File: src/rtl/id_ex_stage_pkg.sv
// Shared CPU definitions used by the ID/EX pipeline register and its hazard logic.
package id_ex_stage_pkg;

  // X31 is the zero register and never receives a write.
  localparam logic [4:0] ZERO_REG = 5'd31;

  typedef enum logic [2:0] {
    ALU_ADD   = 3'd0,
    ALU_SUB   = 3'd1,
    ALU_AND   = 3'd2,
    ALU_ORR   = 3'd3,
    ALU_EOR   = 3'd4,
    ALU_LSL   = 3'd5,
    ALU_LSR   = 3'd6,
    ALU_PASSB = 3'd7
  } alu_op_e;

  typedef struct packed {
    logic    RegWrite;
    logic    MemRead;
    logic    MemWrite;
    logic    MemToReg;
    logic    ALUSrc;
    alu_op_e ALUOp;
  } ex_ctrl_t;

  // Control word of an inserted bubble: nothing writes, nothing touches memory.
  localparam ex_ctrl_t CTRL_BUBBLE = '{
    RegWrite: 1'b0,
    MemRead:  1'b0,
    MemWrite: 1'b0,
    MemToReg: 1'b0,
    ALUSrc:   1'b0,
    ALUOp:    ALU_ADD
  };

endpackage

File: src/rtl/id_ex_stage_if.sv
// Decode-side inputs and EX-side registered outputs of the ID/EX pipeline register.
interface id_ex_stage_if;

  logic        id_valid;
  logic [4:0]  id_regA;
  logic [4:0]  id_regB;
  logic        id_useB;
  logic [4:0]  id_Rd;
  logic        id_RegWrite;
  logic        id_MemRead;
  logic        id_MemWrite;
  logic        id_MemToReg;
  logic        id_ALUSrc;
  logic [2:0]  id_ALUOp;
  logic [63:0] id_readA;
  logic [63:0] id_readB;
  logic [63:0] id_imm;

  logic        ex_valid;
  logic [4:0]  ex_regA;
  logic [4:0]  ex_regB;
  logic [4:0]  ex_Rd;
  logic        ex_RegWrite;
  logic        ex_MemRead;
  logic        ex_MemWrite;
  logic        ex_MemToReg;
  logic        ex_ALUSrc;
  logic [2:0]  ex_ALUOp;
  logic [63:0] ex_readA;
  logic [63:0] ex_readB;
  logic [63:0] ex_imm;

  // Decode stage view: drives the id_* bundle, observes the ex_* bundle.
  modport master (
    output id_valid, id_regA, id_regB, id_useB, id_Rd,
           id_RegWrite, id_MemRead, id_MemWrite, id_MemToReg, id_ALUSrc, id_ALUOp,
           id_readA, id_readB, id_imm,
    input  ex_valid, ex_regA, ex_regB, ex_Rd,
           ex_RegWrite, ex_MemRead, ex_MemWrite, ex_MemToReg, ex_ALUSrc, ex_ALUOp,
           ex_readA, ex_readB, ex_imm
  );

  // Pipeline register view: consumes id_*, produces ex_*.
  modport slave (
    input  id_valid, id_regA, id_regB, id_useB, id_Rd,
           id_RegWrite, id_MemRead, id_MemWrite, id_MemToReg, id_ALUSrc, id_ALUOp,
           id_readA, id_readB, id_imm,
    output ex_valid, ex_regA, ex_regB, ex_Rd,
           ex_RegWrite, ex_MemRead, ex_MemWrite, ex_MemToReg, ex_ALUSrc, ex_ALUOp,
           ex_readA, ex_readB, ex_imm
  );

endinterface

File: src/rtl/id_ex_stage_load_use_detect.sv
// Combinational load-use hazard detector: a load in EX whose destination is read
// by the valid instruction in decode needs one bubble; a flush cancels the need.
module load_use_detect
  import id_ex_stage_pkg::*;
(
  input  logic       ex_valid,
  input  logic       ex_MemRead,
  input  logic [4:0] ex_Rd,
  input  logic       id_valid,
  input  logic [4:0] id_regA,
  input  logic [4:0] id_regB,
  input  logic       id_useB,
  input  logic       flush,
  output logic       stall
);

  logic w_loadInEx;
  logic w_matchA;
  logic w_matchB;

  assign w_loadInEx = ex_valid && ex_MemRead && (ex_Rd != ZERO_REG);
  assign w_matchA   = (ex_Rd == id_regA);
  assign w_matchB   = id_useB && (ex_Rd == id_regB);
  assign stall      = w_loadInEx && (w_matchA || w_matchB) && id_valid && !flush;

endmodule

File: src/rtl/id_ex_stage.sv
// ID/EX pipeline register with load-use bubble insertion and a saturating
// count of the bubbles inserted.
module id_ex_stage
  import id_ex_stage_pkg::*;
(
  input  logic         clk,
  input  logic         reset,
  input  logic         flush,
  output logic         stall,
  output logic [15:0]  stall_count,
  id_ex_stage_if.slave pipe
);

  logic        w_hazard;
  ex_ctrl_t    w_idCtrl;

  logic        r_valid;
  ex_ctrl_t    r_ctrl;
  logic [4:0]  r_regA;
  logic [4:0]  r_regB;
  logic [4:0]  r_Rd;
  logic [63:0] r_readA;
  logic [63:0] r_readB;
  logic [63:0] r_imm;
  logic [15:0] r_stall_count;

  load_use_detect u_detect (
    .ex_valid   (r_valid),
    .ex_MemRead (r_ctrl.MemRead),
    .ex_Rd      (r_Rd),
    .id_valid   (pipe.id_valid),
    .id_regA    (pipe.id_regA),
    .id_regB    (pipe.id_regB),
    .id_useB    (pipe.id_useB),
    .flush      (flush),
    .stall      (w_hazard)
  );

  assign stall = w_hazard && !reset;

  // Decode control word, gated to a bubble when decode holds no valid instruction.
  always_comb begin
    w_idCtrl = CTRL_BUBBLE;
    if (pipe.id_valid) begin
      w_idCtrl.RegWrite = pipe.id_RegWrite && (pipe.id_Rd != ZERO_REG);
      w_idCtrl.MemRead  = pipe.id_MemRead;
      w_idCtrl.MemWrite = pipe.id_MemWrite;
      w_idCtrl.MemToReg = pipe.id_MemToReg;
      w_idCtrl.ALUSrc   = pipe.id_ALUSrc;
      w_idCtrl.ALUOp    = alu_op_e'(pipe.id_ALUOp);
    end
  end

  // Pipeline register and bubble counter; reset wins over flush, flush over stall.
  always_ff @(posedge clk) begin
    if (reset) begin
      r_valid       <= 1'b0;
      r_ctrl        <= CTRL_BUBBLE;
      r_regA        <= 5'd0;
      r_regB        <= 5'd0;
      r_Rd          <= 5'd0;
      r_readA       <= 64'd0;
      r_readB       <= 64'd0;
      r_imm         <= 64'd0;
      r_stall_count <= 16'd0;
    end else begin
      r_regA  <= pipe.id_regA;
      r_regB  <= pipe.id_regB;
      r_Rd    <= pipe.id_Rd;
      r_readA <= pipe.id_readA;
      r_readB <= pipe.id_readB;
      r_imm   <= pipe.id_imm;
      if (flush || stall) begin
        r_valid <= 1'b0;
        r_ctrl  <= CTRL_BUBBLE;
      end else begin
        r_valid <= pipe.id_valid;
        r_ctrl  <= w_idCtrl;
      end
      if (stall && !flush && (r_stall_count != 16'hFFFF)) begin
        r_stall_count <= r_stall_count + 16'd1;
      end
    end
  end

  assign pipe.ex_valid    = r_valid;
  assign pipe.ex_regA     = r_regA;
  assign pipe.ex_regB     = r_regB;
  assign pipe.ex_Rd       = r_Rd;
  assign pipe.ex_RegWrite = r_ctrl.RegWrite;
  assign pipe.ex_MemRead  = r_ctrl.MemRead;
  assign pipe.ex_MemWrite = r_ctrl.MemWrite;
  assign pipe.ex_MemToReg = r_ctrl.MemToReg;
  assign pipe.ex_ALUSrc   = r_ctrl.ALUSrc;
  assign pipe.ex_ALUOp    = r_ctrl.ALUOp;
  assign pipe.ex_readA    = r_readA;
  assign pipe.ex_readB    = r_readB;
  assign pipe.ex_imm      = r_imm;
  assign stall_count      = r_stall_count;

endmodule

File: src/flat_wrapper.sv
// flat-port wrapper written by rule: the top's interface ports become plain ports
module id_ex_stage_flat import id_ex_stage_pkg::*;
  (clk, reset, flush, stall, stall_count, pipe_id_valid, pipe_id_regA, pipe_id_regB, pipe_id_useB, pipe_id_Rd, pipe_id_RegWrite, pipe_id_MemRead, pipe_id_MemWrite, pipe_id_MemToReg, pipe_id_ALUSrc, pipe_id_ALUOp, pipe_id_readA, pipe_id_readB, pipe_id_imm, pipe_ex_valid, pipe_ex_regA, pipe_ex_regB, pipe_ex_Rd, pipe_ex_RegWrite, pipe_ex_MemRead, pipe_ex_MemWrite, pipe_ex_MemToReg, pipe_ex_ALUSrc, pipe_ex_ALUOp, pipe_ex_readA, pipe_ex_readB, pipe_ex_imm);
  id_ex_stage_if pipe_i ();
  input  logic clk;
  input  logic reset;
  input  logic flush;
  output logic stall;
  output logic [15:0] stall_count;
  input wire logic [$bits(pipe_i.id_valid)-1:0] pipe_id_valid;
  input wire logic [$bits(pipe_i.id_regA)-1:0] pipe_id_regA;
  input wire logic [$bits(pipe_i.id_regB)-1:0] pipe_id_regB;
  input wire logic [$bits(pipe_i.id_useB)-1:0] pipe_id_useB;
  input wire logic [$bits(pipe_i.id_Rd)-1:0] pipe_id_Rd;
  input wire logic [$bits(pipe_i.id_RegWrite)-1:0] pipe_id_RegWrite;
  input wire logic [$bits(pipe_i.id_MemRead)-1:0] pipe_id_MemRead;
  input wire logic [$bits(pipe_i.id_MemWrite)-1:0] pipe_id_MemWrite;
  input wire logic [$bits(pipe_i.id_MemToReg)-1:0] pipe_id_MemToReg;
  input wire logic [$bits(pipe_i.id_ALUSrc)-1:0] pipe_id_ALUSrc;
  input wire logic [$bits(pipe_i.id_ALUOp)-1:0] pipe_id_ALUOp;
  input wire logic [$bits(pipe_i.id_readA)-1:0] pipe_id_readA;
  input wire logic [$bits(pipe_i.id_readB)-1:0] pipe_id_readB;
  input wire logic [$bits(pipe_i.id_imm)-1:0] pipe_id_imm;
  output wire logic [$bits(pipe_i.ex_valid)-1:0] pipe_ex_valid;
  output wire logic [$bits(pipe_i.ex_regA)-1:0] pipe_ex_regA;
  output wire logic [$bits(pipe_i.ex_regB)-1:0] pipe_ex_regB;
  output wire logic [$bits(pipe_i.ex_Rd)-1:0] pipe_ex_Rd;
  output wire logic [$bits(pipe_i.ex_RegWrite)-1:0] pipe_ex_RegWrite;
  output wire logic [$bits(pipe_i.ex_MemRead)-1:0] pipe_ex_MemRead;
  output wire logic [$bits(pipe_i.ex_MemWrite)-1:0] pipe_ex_MemWrite;
  output wire logic [$bits(pipe_i.ex_MemToReg)-1:0] pipe_ex_MemToReg;
  output wire logic [$bits(pipe_i.ex_ALUSrc)-1:0] pipe_ex_ALUSrc;
  output wire logic [$bits(pipe_i.ex_ALUOp)-1:0] pipe_ex_ALUOp;
  output wire logic [$bits(pipe_i.ex_readA)-1:0] pipe_ex_readA;
  output wire logic [$bits(pipe_i.ex_readB)-1:0] pipe_ex_readB;
  output wire logic [$bits(pipe_i.ex_imm)-1:0] pipe_ex_imm;
  assign pipe_i.id_valid = pipe_id_valid;
  assign pipe_i.id_regA = pipe_id_regA;
  assign pipe_i.id_regB = pipe_id_regB;
  assign pipe_i.id_useB = pipe_id_useB;
  assign pipe_i.id_Rd = pipe_id_Rd;
  assign pipe_i.id_RegWrite = pipe_id_RegWrite;
  assign pipe_i.id_MemRead = pipe_id_MemRead;
  assign pipe_i.id_MemWrite = pipe_id_MemWrite;
  assign pipe_i.id_MemToReg = pipe_id_MemToReg;
  assign pipe_i.id_ALUSrc = pipe_id_ALUSrc;
  assign pipe_i.id_ALUOp = pipe_id_ALUOp;
  assign pipe_i.id_readA = pipe_id_readA;
  assign pipe_i.id_readB = pipe_id_readB;
  assign pipe_i.id_imm = pipe_id_imm;
  assign pipe_ex_valid = pipe_i.ex_valid;
  assign pipe_ex_regA = pipe_i.ex_regA;
  assign pipe_ex_regB = pipe_i.ex_regB;
  assign pipe_ex_Rd = pipe_i.ex_Rd;
  assign pipe_ex_RegWrite = pipe_i.ex_RegWrite;
  assign pipe_ex_MemRead = pipe_i.ex_MemRead;
  assign pipe_ex_MemWrite = pipe_i.ex_MemWrite;
  assign pipe_ex_MemToReg = pipe_i.ex_MemToReg;
  assign pipe_ex_ALUSrc = pipe_i.ex_ALUSrc;
  assign pipe_ex_ALUOp = pipe_i.ex_ALUOp;
  assign pipe_ex_readA = pipe_i.ex_readA;
  assign pipe_ex_readB = pipe_i.ex_readB;
  assign pipe_ex_imm = pipe_i.ex_imm;
  id_ex_stage u_core (.clk(clk), .reset(reset), .flush(flush), .stall(stall), .stall_count(stall_count), .pipe(pipe_i));
endmodule
File: config.mk
export PLATFORM = sky130hd
export DESIGN_NAME = id_ex_stage_flat
export DESIGN_NICKNAME = d
export VERILOG_FILES = /design/src/rtl/id_ex_stage_pkg.sv /design/src/rtl/id_ex_stage_if.sv /design/src/rtl/id_ex_stage_load_use_detect.sv /design/src/rtl/id_ex_stage.sv /design/src/flat_wrapper.sv
export SDC_FILE = /design/constraint.sdc
export NUM_CORES = 1
export LEC_CHECK = 0
export ABC_AREA = 0
export BUFFER_PORTS_ARGS = -buffer_cell sky130_fd_sc_hd__buf_2
export CORE_AREA = 2 2 177 179
export DETAILED_ROUTE_END_ITERATION = 8
export DIE_AREA = 0 0 179 181
export HOLD_SLACK_MARGIN = 0.06
export SYNTH_ARGS = -nofsm -noshare
export SYNTH_HDL_FRONTEND = slang
export SYNTH_SLANG_ARGS = --single-unit
export TNS_END_PERCENT = 10
File: constraint.sdc
create_clock -name clk -period 2.45 [get_ports clk]
set_input_delay 0.49 -clock clk [delete_from_list [all_inputs] [get_ports clk]]
set_output_delay 0.49 -clock clk [all_outputs]
set_load 0.05 [all_outputs]
======== After elaboration in Yosys (flattened, before gate mapping) ========
Index checks and enable logic that the tools add are counted.
storage, ports and cells
  flip-flop bits (word level) ............. 232
  logic and storage cells ................. 37
  input bits .............................. 220
operators by class
  equality and inequality tests ........... 5
  reduce and logical (&&, ||, !) cells .... 16
  bitwise operators ....................... 1
  add/subtract/negate cells ............... 1
operators with widths
  kind                     count
  $add A16 B1 Y16 const B  1
  $ne A16 B16 Y1 const B   1
  $eq A5 B5 Y1             2
  $logic_and A1 B1 Y1      10
  $ne A5 B5 Y1 const B     2
  $reduce_or A3 Y1         1
  $logic_not A1 Y1         2
  $logic_or A1 B1 Y1       2
  $reduce_or A2 Y1         1
  $not A1 Y1               1

======== Longest topological paths before layout ========
Gate-level depths: netlist (run 1).
  word-level depth ........................ 9
  depth in mapped cells ................... 7

======== Modules after synthesis ========
A second synthesis (run 1) with hierarchy kept.
unflattened totals
  cell total of the unflattened synthesis .. 575
  area total of the unflattened synthesis .. 6802.8 um2
modules (own cells, without submodules)
  module           instances  seq. area each (um2)  cells an instance  area each (um2)
  id_ex_stage      1          4644.5                558                6667.6
  load_use_detect  1          0.0                   17                 135.1

======== Least setup slack after synthesis (run 1) ========
Ideal clock, no wire load.
  path kind ............................... reg2reg
  start ................................... register u_core.r_stall_count[0], in the netlist u_core.stall_count[0]
  end ..................................... register u_core.r_stall_count[6], in the netlist u_core.stall_count[6]
  path slack .............................. 0.287 ns
  arrival time ............................ 2.042 ns
  period minus slack after synthesis ...... 2.163 ns
  buffers on the path ..................... 0
  stages on the path, launching flop included .. 7
  setup time .............................. 0.121 ns
  cell sequence ........................... dfxtp_1 -> ha_1 -> nand3_1 -> or4_4 -> nand3_1 -> nor3_1 -> mux2_2
between the ends
  cells in the longest elaborated chain, start to end .. 2
ends and longest elaborated chain
  element                                                  line               source
  start: declaration                                       id_ex_stage.sv:25  logic [15:0] r_stall_count;
  start signal: assignment                                 id_ex_stage.sv:81  r_stall_count <= r_stall_count + 16'd1;
  branches (longest 2 deep; another with $add A16 B1 Y16)  -
Parallel ways; which one is timed is not known.
A chain may end at the register's enable or synchronous reset.

======== Worst setup path after layout (run 1) ========
  start ................................... register u_core.r_Rd[3], in the netlist u_core.pipe.ex_Rd[3]
  end ..................................... output stall
between the ends
  cells in the longest elaborated chain, start to end .. 7
ends and longest elaborated chain
  element                             line                               source
  start: declaration                  id_ex_stage.sv:21                  logic [4:0] r_Rd;
  start signal: assignment            id_ex_stage.sv:69                  r_Rd <= pipe.id_Rd;
  $eq A5 B5 Y1                        id_ex_stage_load_use_detect.sv:23  assign w_matchB = id_useB && (ex_Rd == id_regB);
  $logic_and A1 B1 Y1                 id_ex_stage_load_use_detect.sv:23
  $logic_or A1 B1 Y1                  id_ex_stage_load_use_detect.sv:24  assign stall = w_loadInEx && (w_matchA || w_matchB) && id_valid && !flush;
  $logic_and A1 B1 Y1 * (3 in a row)  id_ex_stage_load_use_detect.sv:24
  $logic_and A1 B1 Y1 *               id_ex_stage.sv:39                  assign stall = w_hazard && !reset;
  end: declaration                    flat_wrapper.sv:8                  output logic stall;
Mark *: on every way between the ends. The rest lies on a longest branch, timed or not.

==> out/metrics.yaml, run 1 <==
grt:
  grt_max_degree: 178
  antenna_found_initial: 4
  grt_overflow: 0
  grt_pass1_wl_um: 31000
  grt.total_usage_pct: 12.2
  grt_pass1_vias: 5693
clock_tree:
  clk_pin_slew_worst_paths_ns: 0.06
  post_cts_buffers: 0
  cts_made_buffers: 25
  clk_latency_ns: 0.51
  cts_sinks: 232
  cts_hold_buf: 0
  clockRootBuffer: "clkbuf_16"
  cts_tree: "built"
  cts-htree-levels: 1
  cts_buffer_depth: 3
route:
  via_per_inst: 3.90
  antenna_left: 0
  drtPass1Iterations: 4
  drt_iter0_markers: 212
  vias: 5684
  wire_per_inst_um: 14.4
  wl_um: 21000
  drc: 0
sta:
  worstMarginPinSlew_ns: 0.933
  period_share_pct: 93.5
  final-max-slew-violation-count: 0
  hold_ws_ns: 0.169
  finClkSkew_ns: 0.00830
  hold_violations: 0
  slew_headroom_pct: 37.8
  setup_viol: 0
  min_period_ns: 2.29
  setup-tns-final_ns: 0
  timing.fmax_mhz: 437
  rsz0062_at_grt: "false"
setup_path:
  cp-start-kind: "flop"
  end_kind: "output pin"
  arrival_ns: 1.80
  r2r_cells: 5
  path_class: "flop to output pin"
  crit_required_ns: 1.96
  r2r_start: "u_core.pipe.ex_Rd[3]"
  crit_fanout: 4
  rrSetupSlack_ns: 0.38
  timing.rr.end: "u_core.stall_count[10]"
die:
  die_y_um: 181
  die_x_um: 179
  start_util_pct: 22.5
  die-area_mm2: 0.0324
  std_cell_rows: 64
  ios: 453
  core_area_mm2: 0.0303
synth:
  syn_area_mm2: 0.00683
  synth_top_area_cell: "dfxtp_1"
  syn_avg_cell_area_um2: 11.6
  yosysMostFrequentCell: "dfxtp_1"
  synthTopCellsByCount: "dfxtp_1 (232), nor2b_1 (209), clkbuf_1 (26)"
  async_flop_share_pct: 0
  ys_seq_elements: 232
  synth_nets: 810
  ys.flop_type: "dfxtp_1"
  synth-edff-count: 0
  ys_seq_area_share_pct: 68.0
  ys_warn_count: 0
  synth.area.top_cells: "dfxtp_1 (68%), nor2b_1 (19%), clkbuf_1 (1.4%), xnor2_1 (1.3%), a21oi_1 (1.0%)"
  synth_cell_types: 36
  synth_cells: 589
  synth_top_cell_area_share_pct: 68.0
cells_and_area:
  area_delta_synth_final_pct: 52.1
  nets: 1265
  seq_area_mm2: 0.00465
  layout-drive-gt1-share_pct: 47.8
  multi_input_area_mm2: 0.00207
  fillers: 3167
outcome:
  run_status: "complete, no violations"
worst_hold_path:
  min_to: "u_core.pipe.ex_MemWrite"
  hold_start: "pipe_id_MemWrite"
  hold_path_class: "primary input to flop"
  hold_depth: 2
placed_design:
  port_buffers: 452
  globalplace.congestion: 0.821
  dp_hpwl_um: 16100
flow_run:
  max-cap-violations: 0
power:
  p_per_area_mw_per_mm2: 872
  p_leak_nw: 4.99
  vdd_drop_max_mv: 0.538
  power_mw: 9.06
-- worst max-delay path by stage --
| stage | startpoint | endpoint | slack (ns) | cells past startpoint |
|---|---|---|---|---|
| final | u_core.pipe.ex_Rd[3] | stall | 0.16 | 5 |
| after global routing | u_core.pipe.ex_Rd[4] | stall | 0.03 | 5 |
| after floorplan | u_core.stall_count[0] | u_core.stall_count[6] | 0.29 | 6 |
| after detailed placement | pipe_id_regB[2] | u_core.stall_count[10] | 0.17 | 6 |
| after CTS | u_core.pipe.ex_Rd[4] | stall | 0.04 | 5 |
| after global placement | pipe_id_regB[3] | u_core.stall_count[10] | 0.23 | 6 |
-- cell usage in the layout (no fill, tap or decap), drive strengths merged, types with 3 or more instances in the layout --
master and instances:
buf 457, dfxtp 232, nor2b 209, clkbuf 32, a21oi 14, nand2 10, xnor2 10, nand3 10
nand4 9, o31ai 8, or4 8, and2 7, clkinv 7, nor2 6, and3 6, o21ai 5
or3 4, inv 4, bufinv 3
-- repair_timing --
action,CTS,global route
setup endpoints to repair,1,1
pin swaps,0,1
gates resized for setup,2,5
-- cell type report --
class | instances | area share (%)
Clock inverter | 13 | 1.47
Multi-Input combinational cell | 325 | 19.9
Tap cell | 396 | 4.77
Clock buffer | 32 | 6.56
Timing Repair Buffer | 457 | 22.4
Sequential cell | 232 | 44.7
Antenna cell | 1 | 0.0241
Inverter | 3 | 0.108
-- layer usage --
metal,GRT usage [%],part of all wire (%)
met4,3.45,2.1
met2,21.5,48
met1,13.3,38
met5,0,0.22
met3,5.01,11
-- power by group --
group	switching, mW	internal [mW]	total [mW]
sequential	0.0487	3.96	4.01
combinational	0.902	0.354	1.26
clock	1.51	2.28	3.79
total	2.46	6.60	9.06
-- critical path, stage by stage (launching register included) --
cell     delay, ns
dfxtp_1       0.40
xnor2_1       0.14
nand4_1       0.16
o22ai_2       0.20
and3_4        0.23
buf_6         0.15
-- registers in the layout, summed over array words and instances (netlist names) --
| register | count |
|---|---|
| u_core.pipe.ex_readA | 64 |
| u_core.stall_count | 16 |
| u_core.pipe.ex_RegWrite | 1 |
| u_core.pipe.ex_regB | 5 |
| u_core.pipe.ex_imm | 64 |
| u_core.pipe.ex_MemWrite | 1 |
| u_core.pipe.ex_valid | 1 |
| u_core.pipe.ex_MemToReg | 1 |
| u_core.pipe.ex_ALUOp | 3 |
| u_core.pipe.ex_MemRead | 1 |
| u_core.pipe.ex_readB | 64 |
| u_core.pipe.ex_Rd | 5 |
| u_core.pipe.ex_ALUSrc | 1 |
| u_core.pipe.ex_regA | 5 |
-- cell families after synthesis --
group	Yosys count	synth area share [%]
fa+ha+maj	1	0.183
flops	232	68.0
compound gates	34	3.08
mux	2	0.330
xor+xnor	10	1.28
simple gates	278	25.3
buf+inv	32	1.85
-- per-stage QoR --
step	setup WS [ns]	area, um^2	util (%)	std cells
floorplan	0.287	6830	-	589
global placement	0.231	9530	31.4	1413
detailed placement	0.170	9530	31.4	1413
CTS	0.0367	10400	34.2	1458
global route	0.0284	10400	34.2	1458
finish	0.160	10400	34.2	1459
No activity file was read; power rests on OpenSTA's default activity.
==> run 2, diff against run 1 <==
SETUP_SLACK_MARGIN = 0.5   (was unset)
==> out/metrics.yaml, run 2 (synthesized netlist as in run 1, its figures left out) <==
worst_hold_path:
  hold_start: "pipe_id_ALUOp[1]"
  min_to: "u_core.pipe.ex_ALUOp[1]"
  hold_path_class: "primary input to flop"
  hold_depth: 2
power:
  p_leak_nw: 5.06
  vdd_drop_max_mv: 0.512
  p_per_area_mw_per_mm2: 859
setup_path:
  timing.rr.end: "u_core.stall_count[5]"
  r2r_cells: 7
  cp-start-kind: "flop"
  crit_fanout: 4
  crit_chain: "xnor2_1 -> nand3_2 -> o22ai_2 -> and3_4 -> buf_8"
  arrival_ns: 1.73
  end_kind: "output pin"
  crit_required_ns: 1.96
  cpPeakStageDelay_ns: 0.35
  crit_family: "flip-flops"
  rrSetupSlack_ns: 0.46
  crit_buf_inv: 1
  critPathSlowestCell: "dfxtp_2"
  path_class: "flop to output pin"
  r2r_start: "u_core.pipe.ex_Rd[0]"
cells_and_area:
  area_delta_synth_final_pct: 54.1
  final_area_mm2: 0.0105
  nets: 1273
  final_common_cell: "buf_2"
  layout-drive-gt1-share_pct: 49.6
  layout_common_cells: "buf_2 (450), dfxtp_1 (223), nor2b_1 (209)"
  post-route-util_pct: 34.7
sta:
  hold_violations: 0
  slew_headroom_pct: 57.6
  worstMarginPinSlew_ns: 0.635
  rsz0062_at_grt: "true"
  timing.fmax_mhz: 451
  setup_viol: 0
  setup-tns-final_ns: 0
  finClkSkew_ns: 0.0124
  min_period_ns: 2.22
  final-max-slew-violation-count: 0
  period_share_pct: 90.5
placed_design:
  dp_hpwl_um: 16500
  dpl_cell_area_mm2: 0.00956
  globalplace.congestion: 0.804
  port_buffers: 452
clock_tree:
  clockRootBuffer: "clkbuf_16"
  clk_pin_slew_worst_paths_ns: 0.06
  cts-htree-levels: 1
  clk_latency_ns: 0.53
  cts_sinks: 232
  cts_made_buffers: 26
  cts_tree: "built"
  cts_buffer_depth: 3
grt:
  grt_pass1_wl_um: 31600
  grt_overflow: 0
  grt_pass1_vias: 5684
  antenna_found_initial: 1
  grt_max_degree: 127
  grt.total_usage_pct: 12.5
route:
  drc: 0
  wire_per_inst_um: 14.8
  antenna_left: 0
  wl_um: 21800
  drtPass1Iterations: 4
  drt_iter0_markers: 167
  via_per_inst: 3.89
  vias: 5707
die:
  start_util_pct: 22.5
  ios: 453
  die_y_um: 181
  die_x_um: 179
  std_cell_rows: 64
  core_area_mm2: 0.0303
  die-area_mm2: 0.0324
outcome:
  run_status: "complete, no violations"
flow_run:
  max-cap-violations: 0
run 2: changes by cell type in the layout (fill, tap and decap cells not counted), sizes merged:
cell / delta
buf: +7
bufinv: -2
clkbuf: +1
clkinv: -1
clkinvlp: +4
run 2: worst max path at each step:
stage	start	end	slack (ns)	cells past startpoint
2_1_floorplan	u_core.stall_count[2]	u_core.stall_count[6]	0.46	5
3_3_place_gp	pipe_id_regB[4]	stall	0.34	6
3_5_place_dp	pipe_id_regB[1]	stall	0.32	6
4_1_cts	u_core.pipe.ex_Rd[4]	stall	0.23	5
5_1_grt	u_core.pipe.ex_Rd[2]	stall	0.14	5
6_report	u_core.pipe.ex_Rd[2]	stall	0.23	5
run 2: report_power, final:
group / internal [mW] / switching [mW]
registers: 3.96 / 0.0509
logic: 0.370 / 0.911
clock network: 2.18 / 1.57
run 2: per-stage QoR:
step	setup WS (ns)	cells	hold slack [ns]	power (mW)
floorplan	0.462	589	0.601	4.94
CTS	0.229	1467	0.119	9.22
finish	0.233	1468	0.163	9.04
detailed placement	0.319	1414	0.491	5.36
global route	0.136	1468	0.135	9.42
global placement	0.341	1414	0.489	5.36
run 2: area by class of cell:
type,instances,area (um^2)
fill,3122,19800
clock inverter,14,114
timing repair buffer,464,2390
tap,396,495
multi-input combinational,325,2130
sequential,232,4660
antenna,1,2.50
clock buffer,33,718
inverter,3,11.3
run 2: routing by layer:
| metal | up-vias | track usage, % | routed length (um) |
|---|---|---|---|
| met2 | 286 | 21.6 | 10400 |
| met3 | 40 | 5.03 | 2360 |
| met4 | 0 | 4.52 | 724 |
| met5 | - | 0 | 0 |
| li1 | 2825 | - | - |
| met1 | 2556 | 13.7 | 8340 |
run 2: timing repair:
action / in CTS / in global routing
gates resized for setup: 10 / 6
setup endpoints to repair: 1 / 13
buffers inserted: 6 / 0
pin swaps: 9 / 3
hold buffers: 0 / 0
==> run 3, diff against run 2 <==
clock period = 2.1 ns   (was 2.45 ns; I/O delays follow)
==> out/metrics.yaml, run 3 (synthesized netlist as in run 1, its figures left out) <==
route:
  drtPass1Iterations: 4
  drt-met1-wl_um: 8070
  wire_per_inst_um: 14.4
  top_layer: "met4"
  via_per_inst: 3.91
  wl_um: 21100
  drt_iter0_markers: 171
  drc: 0
  met3_length_um: 2240
  routed-wl-met2_um: 10300
  vias: 5742
  antenna_left: 0
power:
  intPower_mw: 7.74
  combPwrFrac_pct: 14.1
  pwr-share-seq_pct: 43.9
  vdd_drop_max_mv: 0.625
  p_leak_nw: 5.13
  clock_power_share_pct: 41.9
  power.switching_mw: 2.87
  p_per_area_mw_per_mm2: 982
  power_switching_share_pct: 27.0
worst_hold_path:
  hold_path_class: "primary input to flop"
  hold_start: "pipe_id_MemToReg"
  min_to: "u_core.pipe.ex_MemToReg"
  hold_depth: 2
setup_path:
  cp-start-kind: "flop"
  timing.rr.end: "u_core.stall_count[9]"
  crit_chain: "xnor2_4 -> nand3_2 -> o22ai_2 -> and3_4 -> buf_8"
  crit_fanout: 4
  end_kind: "output pin"
  critPathSlowestCell: "dfxtp_4"
  crit_required_ns: 1.68
  r2r_start: "u_core.pipe.ex_Rd[1]"
  path_class: "flop to output pin"
  crit_start: "u_core.pipe.ex_Rd[1]"
  arrival_ns: 1.72
  r2r_cells: 8
  cpPeakStageDelay_ns: 0.40
  rrSetupSlack_ns: 0.07
die:
  start_util_pct: 22.5
  ios: 453
  die_y_um: 181
  core_area_mm2: 0.0303
  die_x_um: 179
  std_cell_rows: 64
  die-area_mm2: 0.0324
grt:
  grt_pass1_wl_um: 31100
  grt_max_degree: 161
  antenna_found_initial: 1
  grt_overflow: 0
  grt_pass1_vias: 5817
  grt.total_usage_pct: 12.2
sta:
  final-max-slew-violation-count: 0
  min_period_ns: 2.14
  hold_violations: 0
  worstMarginPinSlew_ns: 0.751
  setup_viol: 1
  worst_slack_ns: -0.0361
  period_share_pct: 102
  rsz0062_at_grt: "true"
  finClkSkew_ns: 0.0100
  timing.fmax_mhz: 468
  setup-tns-final_ns: -0.0361
  slew_headroom_pct: 49.9
  hold_ws_ns: 0.102
clock_tree:
  cts_buffer_depth: 3
  cts_tree: "built"
  cts-htree-levels: 1
  clockRootBuffer: "clkbuf_16"
  cts_made_buffers: 27
  cts_sinks: 232
  cts_hold_buf: 0
  clk_latency_ns: 0.52
  clk_pin_slew_worst_paths_ns: 0.05
placed_design:
  post-place-ws_ns: 0.113
  globalplace.congestion: 0.820
  port_buffers: 452
  dp_hpwl_um: 15800
outcome:
  run_status: "complete, but fails checks"
  violations: "setup timing"
cells_and_area:
  post-route-util_pct: 35.6
  final_common_cell: "buf_2"
  nets: 1274
  area_delta_synth_final_pct: 58.1
  fillers: 3078
  layout_common_cells: "buf_2 (424), nor2b_1 (209), dfxtp_1 (209)"
  layout-drive-gt1-share_pct: 51.5
flow_run:
  max-cap-violations: 0
-- run 3: changes by cell type in the layout (fill, tap and decap cells not counted), moves of 4 or more --
cell / previous run / this run
buf_2: 450 / 424
buf_4: 10 / 29
dfxtp_4: 3 / 19
dfxtp_1: 223 / 209
clkinvlp_4: 6 / 0
clkbuf_1: 4 / 9
clkbuf_4: 0 / 4
clkinv_2: 6 / 2
-- run 3: worst max-delay path by stage --
| stage | slack (ns) | to | cells past startpoint |
|---|---|---|---|
| 3_5_place_dp | 0.11 | u_core.stall_count[6] | 6 |
| 5_1_grt | -0.11 | stall | 5 |
| 3_3_place_gp | 0.12 | u_core.stall_count[10] | 7 |
| 2_1_floorplan | 0.32 | u_core.stall_count[15] | 6 |
| 4_1_cts | -0.03 | stall | 5 |
| 6_report | -0.04 | stall | 5 |
-- run 3: layer usage --
layer  up-vias  GRT usage, %
met4         0          3.61
met5         -             0
li1       2813             -
met1      2611          13.5
met2       281          21.3
met3        37          4.71
-- run 3: final cells by class --
cell class                 instances  area (um^2)  area share [%]
clock buffer                      41          790            7.31
sequential                       232         4720            43.7
tap                              396          495            4.59
clock inverter                     5         57.6           0.533
antenna                            1         2.50          0.0232
inverter                           3         11.3           0.104
timing repair buffer             464         2470            22.9
multi-input combinational        325         2250            20.9
-- run 3: what timing repair did --
action                     4_1_cts  5_1_grt
resized for setup               47       11
setup endpoints to repair       49       33
pin swaps                       31       18
buffers inserted                 4        2
-- run 3: critical path, delay by kind of cell, from the launching register on --
kind                      cells  cell delay, ns
DFF                           1            0.40
buffers and inverters         1            0.14
and+or+nand+nor               2            0.33
AOI/OAI and AO/OA             1            0.21
xor gates and xnor gates      1            0.12
-- run 3: stage by stage --
step                      cell area [um^2]  cells  power (mW)
after floorplan                       6940    589        5.75
after global placement                9660   1414        6.22
after detailed placement              9660   1414        6.23
after CTS                            10700   1464        10.8
after global routing                 10800   1467        11.1
final                                10800   1467        10.6
-- run 3: power groups by stage --
stage / registers [mW] / logic [mW] / clock network, mW
after CTS: 4.66 / 1.50 / 4.60
after floorplan: 5.52 / 0.223 / 0
after detailed placement: 4.75 / 1.47 / 0
after global placement: 4.75 / 1.47 / 0
after global routing: 4.68 / 1.58 / 4.80
final: 4.66 / 1.50 / 4.45
